--- src/rtl/kp_setpoint_ctrl.sv ---
// Keypad setpoint/run controller: edits BCD time/duty fields, validates and converts them,
// and hands them to the timer/PWM side through a write/write_ack handshake.
module kp_setpoint_ctrl #(
   parameter int unsigned DIGITS   = 3,
   parameter int unsigned NFIELDS  = 2,
   parameter int unsigned DEBOUNCE = 1023,
   parameter int unsigned MAX_DC   = 100
) (
   input  logic                            clk,
   input  logic                            reset_n,
   input  logic [3:0]                      num,
   input  logic                            kphit,
   input  logic                            write_ack,
   input  logic [4*DIGITS-1:0]             tLED,
   output logic                            start,
   output logic                            stop,
   output logic                            write,
   output logic                            err,
   output logic [$clog2(NFIELDS)-1:0]      sel,
   output logic [NFIELDS*4*DIGITS-1:0]     fields,
   output logic [9:0]                      Time,
   output logic [8*(NFIELDS-1)-1:0]        DC
);

   localparam int unsigned FW = 4 * DIGITS;
   localparam int unsigned SW = $clog2(NFIELDS);
   localparam int unsigned CW = (DEBOUNCE > 0) ? $clog2(DEBOUNCE + 1) : 1;

   typedef enum logic [1:0] {STOPPED, WAIT_ACK, RUN} state_t;

   state_t                 state_q, state_d;
   logic [CW-1:0]          cnt_q;
   logic [NFIELDS*FW-1:0]  fields_q, fields_d;
   logic [SW-1:0]          sel_q, sel_d;
   logic                   write_q, write_d;
   logic                   start_q, start_d;
   logic                   stop_q, stop_d;
   logic                   err_q, err_d;

   logic                   accept;
   logic                   is_digit;
   logic [31:0]            base;
   logic [FW-1:0]          cur;
   logic [15:0]            t_pad;
   logic [11:0]            d_pad;
   logic [9:0]             dc_raw;

   assign accept   = kphit && (cnt_q == '0);
   assign is_digit = (num <= 4'd9);
   assign base     = 32'(sel_q) * FW;
   assign cur      = fields_q[base +: FW];

   // Field 0 digit weights 1,10,60,600; 10-bit wrap matches the Time port width.
   always_comb begin
      t_pad = 16'(fields_q[FW-1:0]);
      Time  = 10'(t_pad[3:0]) + 10'(t_pad[7:4]) * 10'd10
            + 10'(t_pad[11:8]) * 10'd60 + 10'(t_pad[15:12]) * 10'd600;
   end

   always_comb begin
      DC     = '0;
      d_pad  = '0;
      dc_raw = '0;
      for (int unsigned k = 1; k < NFIELDS; k++) begin
         d_pad  = 12'(fields_q[k*FW +: FW]);
         dc_raw = 10'(d_pad[3:0]) + 10'(d_pad[7:4]) * 10'd10 + 10'(d_pad[11:8]) * 10'd100;
         DC[(k-1)*8 +: 8] = (dc_raw > 10'(MAX_DC)) ? 8'(MAX_DC) : dc_raw[7:0];
      end
   end

   always_comb begin
      state_d  = state_q;
      fields_d = fields_q;
      sel_d    = sel_q;
      write_d  = write_q;
      start_d  = start_q;
      stop_d   = stop_q;
      err_d    = 1'b0;
      case (state_q)
         STOPPED: begin
            if (accept) begin
               case (num)
                  4'hA: fields_d[FW-1:0] = tLED;
                  4'hB: begin
                     if (Time != '0) begin
                        write_d = 1'b1;
                        state_d = WAIT_ACK;
                     end else begin
                        err_d = 1'b1;
                     end
                  end
                  4'hC: sel_d = (sel_q == SW'(NFIELDS - 1)) ? '0 : sel_q + SW'(1);
                  4'hD: fields_d[base +: FW] = '0;
                  4'hE: fields_d[base +: FW] = {4'h0, cur[FW-1:4]};
                  default: begin
                     if (is_digit) begin
                        // Old units digit becomes tens-of-seconds after the shift.
                        if ((sel_q == '0) && (cur[3:0] > 4'd5))
                           err_d = 1'b1;
                        else
                           fields_d[base +: FW] = {cur[FW-5:0], num};
                     end
                  end
               endcase
            end
         end
         WAIT_ACK: begin
            if (accept && (num == 4'hA)) begin
               write_d = 1'b0;
               state_d = STOPPED;
            end else if (write_ack) begin
               write_d = 1'b0;
               start_d = 1'b1;
               stop_d  = 1'b0;
               state_d = RUN;
            end
         end
         RUN: begin
            if (accept && (num == 4'hA)) begin
               start_d           = 1'b0;
               stop_d            = 1'b1;
               fields_d[FW-1:0]  = tLED;
               state_d           = STOPPED;
            end
         end
         default: state_d = STOPPED;
      endcase
   end

   always_ff @(posedge clk) begin
      if (!reset_n) begin
         state_q  <= STOPPED;
         cnt_q    <= '0;
         fields_q <= '0;
         sel_q    <= '0;
         write_q  <= 1'b0;
         start_q  <= 1'b0;
         stop_q   <= 1'b1;
         err_q    <= 1'b0;
      end else begin
         state_q  <= state_d;
         fields_q <= fields_d;
         sel_q    <= sel_d;
         write_q  <= write_d;
         start_q  <= start_d;
         stop_q   <= stop_d;
         err_q    <= err_d;
         if (accept)
            cnt_q <= CW'(DEBOUNCE);
         else if (cnt_q != '0)
            cnt_q <= cnt_q - CW'(1);
      end
   end

   assign start  = start_q;
   assign stop   = stop_q;
   assign write  = write_q;
   assign err    = err_q;
   assign sel    = sel_q;
   assign fields = fields_q;

endmodule

--- config.mk ---
export PLATFORM = sky130hd
export DESIGN_NAME = kp_setpoint_ctrl
export DESIGN_NICKNAME = d
export VERILOG_FILES = /design/src/rtl/kp_setpoint_ctrl.sv
export SDC_FILE = /design/constraint.sdc
export NUM_CORES = 1
export LEC_CHECK = 0
export ABC_AREA = 1
export CAP_MARGIN = 40
export CELL_PAD_IN_SITES_DETAIL_PLACEMENT = 1
export CELL_PAD_IN_SITES_GLOBAL_PLACEMENT = 1
export CORE_MARGIN = 8
export CORE_UTILIZATION = 31
export CTS_CLUSTER_DIAMETER = 60
export DETAILED_ROUTE_END_ITERATION = 10
export GPL_TIMING_DRIVEN = 1
export PLACE_DENSITY = 0.8
export SYNTH_ARGS = -nofsm -noshare
export SYNTH_HDL_FRONTEND = slang
export SYNTH_SLANG_ARGS = --single-unit
--- constraint.sdc ---
create_clock -name clk -period 3.99 [get_ports clk]
set_input_delay 0.798 -clock clk [delete_from_list [all_inputs] [get_ports clk]]
set_output_delay 0.798 -clock clk [all_outputs]
set_load 0.005 [all_outputs]
After elaboration in Yosys (flattened, before gate mapping) --
Cells that the tools add are included.
Cells by class: $add $sub $neg 7, $mul 5, div/mod/pow operators 0, $lt $le $gt $ge 3, equality and inequality tests 18, shift-type cells 5, muxes and demuxes 38, bitwise gates (word level) 2, reductions and logical operators 22
Operators with widths (count):
- $bwmux 24 | 3
- $shiftx 12x34->24 | 2
- $mux 24 | 2
- $pmux 12 s4 | 1
- $pmux 12 s3 | 1
- $neg 5->34 | 1
- $shift 12x34->24 const A | 1
- $shiftx 12x34->24 const A | 1
- $mux 12 | 2
- $pmux 12 s2 | 1
- $shiftx 24x6->12 | 1
- $add 9x10->10 | 2
- $eq 4x4->1 const B | 5
- $mux 10 | 2
- $reduce_bool 10->1 | 2
- $add 4x8->9 | 2
- $reduce_and 5->1 | 3
- $mul 4x3->7 const B | 2
- $mux 1 | 14
- $mux 2 | 6
- $ne 2x2->1 const B | 6
- $gt 10x7->1 const B | 1
- $logic_not 10->1 | 1
- $ne 5x3->1 const B | 2
- 26 further kinds | 36
Storage, ports and cells: bits in registers 41, bits in latches 0, memory bits (writable) 0, ROM bits 0, bits of input ports 20, memories 0

Logic depth before layout (Yosys ltp) --
word-level depth 9, depth in mapped cells 23, gate-level depth less buffers 23

Worst setup path before layout --
OpenSTA, ideal clock, no wires.
kind reg2out, from register fields_q[10], in the netlist fields[10], to output Time[9], arrival time 3260 ps, slack -68 ps, stages on the path, launching flop included 22, path buffers 0, path through dfxtp_1 > inv_1 > fa_1 > inv_1 > ha_1 > ha_1 > nand2_1 > nand2_1 > a31oi_1 > xnor2_1 > ha_1 > ha_1 > nand2_1 > inv_1 > nand2_1 > nand2_1 > inv_1 > nand2_1 > inv_1 > nand2_1 > nand2_1 > inv_1
Between the ends: cells in the longest elaborated chain, start to end 2
Ends and longest elaborated chain:
- start: declaration | RTL line 33 | logic [NFIELDS*FW-1:0] fields_q, fields_d;
- start signal: assignment | RTL line 142 | fields_q <= fields_d;
- $mul 4x4->8 | RTL line 57 | + 10'(t_pad[11:8]) * 10'd60 + 10'(t_pad[15:12]) * 10'd600;
- $add 9x10->10 | RTL line 57
- end: declaration | RTL line 21 | output logic [9:0] Time,
Every way passes these cells.

Final worst setup path --
from register fields_q[9], in the netlist fields[9], to output Time[8]
The elaborated chain is that of the path after synthesis.

==> impl_metrics.tcl <==
set metrics [dict create \
    whs_ns 0.439 \
    p_per_area_mw_per_mm2 461 \
    nFillCells 1624 \
    slew_headroom 0.589 \
    clk_root_buffer_cell "clkbuf_16" \
    grt_start_max_net_pins 32 \
    endpoint_kind "primary output" \
    grt_pass1_wl_um 26100 \
    synth_nets 697 \
    ant_nets 0 \
    clk_latency_ns 0.29 \
    violations "setup timing" \
    cts_buffers 5 \
    syn_area_mm2 0.00412 \
    areaGrowthSynthToFinish_pct 49.5 \
    fin_crit_sh 1.13 \
    cts_tree "yes" \
    place_hpwl_um 11600 \
    cp.required_ns 3.19 \
    rsz0062_at_grt "yes" \
    ys.flop_type "dfxtp_1" \
    ys_warn_count 0 \
    avgSynthCellArea_um2 6.73 \
    tightest_slew_ns 0.615 \
    wl_per_cell_um 17.9 \
    cp_max_fo 4 \
    routed_via_density 5.06 \
    diodes 0 \
    critPathArrivalTime_ns 3.69 \
    synthArstFlopShare 0 \
    critical_path.cell_chain "fa_1 -> fa_2 -> inv_2 -> fa_2 -> inv_2 -> ha_4 -> ha_4 -> nand3b_1 -> nand2_2 -> nand3_2 -> nand2_1 -> nand2_1 -> nand2_2 -> inv_2 -> buf_6" \
    grt_pass1_vias 5210 \
    critPathSlowestCell "fa_2" \
    place_area_mm2 0.00532 \
    status "complete, but fails checks" \
    period_needed_ns 4.49 \
    hold_class "reg2reg" \
    postSynthCellCount 612 \
    hold_depth 2 \
    pin_count 67 \
    start_util 0.315 \
    cts.sinks 41 \
    gp_congestion 0.861 \
    start_kind "flop" \
    holdCritStartpoint "write" \
    leakage_nw 2.99 \
    synth_edf_count 0 \
    antenna_found_initial 0 \
    critical_path.max_stage_delay_ns 0.62 \
    yosys.cell_count.top_type "nand2_1" \
    ir_drop_uv 220 \
    ys_ff_latch 41 \
    die_w_um 131 \
    grt_remaining_overflow 0 \
    finalSetupViolations 8 \
    final_area_mm2 0.00615 \
    ys_seq_area_frac 0.199 \
    drive_gt1_frac 0.285 \
    yosysTopAreaCell "dfxtp_1" \
    reg2reg_slack_ns 0.07 \
    timing.final.hold_violations 0 \
    pre_cts_slack_ns -0.625 \
    routed_wl_um 16500 \
    die_h_um 131 \
    regToRegEndpoint "err" \
    min_to "write" \
    synth_area_leaders "dfxtp_1, ha_1, nand2_1, inv_1, nor2_1" \
    cts-htree-levels 2 \
    path_common_cell "inv_2" \
    numPortBuffers 65 \
    slew_viol_final 0 \
    first_pass_iters 4 \
    vias 4660 \
    nets 829 \
    setup_ws_ns -0.500 \
    synthTopCellsByCount "nand2_1, inv_1, nor2_1" \
    synth_cell_type_count 40 \
    dieArea_mm2 0.0172 \
    route.detailed.drc 0 \
    crit_type "reg2out" \
    reg2reg_depth 18 \
    drtIter0Drc 238 \
    cts.clk_slew.worst_paths_ns 0.06 \
    clockBufferDepth 2 \
    worstReg2RegStart "fields[9]" \
    fmax_mhz 223 \
    drv_cap 0 \
    skew_ns 0.00419 \
    core-area_mm2 0.0131 \
    synth_top_area_share 0.199 \
    grtUsageTotal 0.180 \
    fp-row-count 42 \
]
==> cells by family after synthesis <==
family / synth area share
xor+xnor: 0.0362
other cells: 0.000911
flops: 0.199
buf+inv: 0.111
fa+ha+maj: 0.223
compound gates: 0.116
simple gates: 0.313
==> state kept, by name, summed over array words and instances, names as in the netlist <==
name / count
cnt_q: 10
err: 1
fields: 24
sel: 1
start: 1
state_q: 2
stop: 1
write: 1
==> worst max path at each step <==
stage,start,endpoint,slack [ns],depth (start not counted)
after floorplan,fields[9],Time[9],0.02,21
after global placement,fields[8],Time[8],-0.43,15
after detailed placement,fields[9],Time[9],-0.63,21
after CTS,fields[10],Time[9],-0.45,17
after global routing,fields[9],Time[8],-0.59,15
final,fields[9],Time[8],-0.50,15
==> layout by cell type, fill, tap and decap left out, types with 19 or more instances in the layout <==
cell,Yosys,final
o21ai_0,34,31
ha_1,51,29
nand2_1,128,109
nand3_1,36,28
inv_1,97,84
clkdlybuf4s50_1,0,53
nor2_1,78,72
dfxtp_1,41,34
ha_4,0,19
buf_4,3,66
==> per-stage QoR <==
step,TNS (ns),power (mW),std cells,utilization
finish,-2.44,2.84,921,0.470
global route,-4.09,3.03,921,0.470
CTS,-2.80,2.62,925,0.453
detailed placement,-4.95,1.99,894,0.407
global placement,-3.48,1.92,894,0.407
floorplan,0,1.39,612,-
==> power breakdown <==
group / total [mW] / switching [mW] / internal [mW]
Sequential: 0.554 / 0.0644 / 0.490
Combinational: 1.88 / 1.01 / 0.870
Clock: 0.402 / 0.172 / 0.230
==> worst max-delay path, delay by kind of cell (launching register included) <==
kind | cells | cell delay, ns
AND/OR/NAND/NOR | 6 | 0.55
flip-flops | 1 | 0.34
buffers and inverters | 4 | 0.28
adder cells (fa/ha/maj) | 5 | 2.24
==> timing repair <==
item,CTS,global route
resized for setup,118,64
endpoints found under the setup margin,12,16
buffers inserted,25,7
pin swaps,52,46
hold buffers,0,0
==> per-layer routing <==
| metal | track usage | wire [um] | part of all wire |
|---|---|---|---|
| met4 | 0.0594 | 476 | 0.029 |
| met5 | 0 | 0 | 0 |
| met3 | 0.0274 | 592 | 0.036 |
| met2 | 0.345 | 8860 | 0.54 |
| met1 | 0.197 | 6520 | 0.40 |
==> area by class of cell <==
cell class,count,area [um2],share of cell area
repair buffers,138,1190,0.193
clock buffers,5,125,0.0203
multi-input cells,456,3380,0.550
well taps,176,220,0.0358
flip-flops and latches,41,832,0.135
inverters,102,385,0.0626
clock inverters,3,17.5,0.00285
No activity file was read; power rests on OpenSTA's default activity.
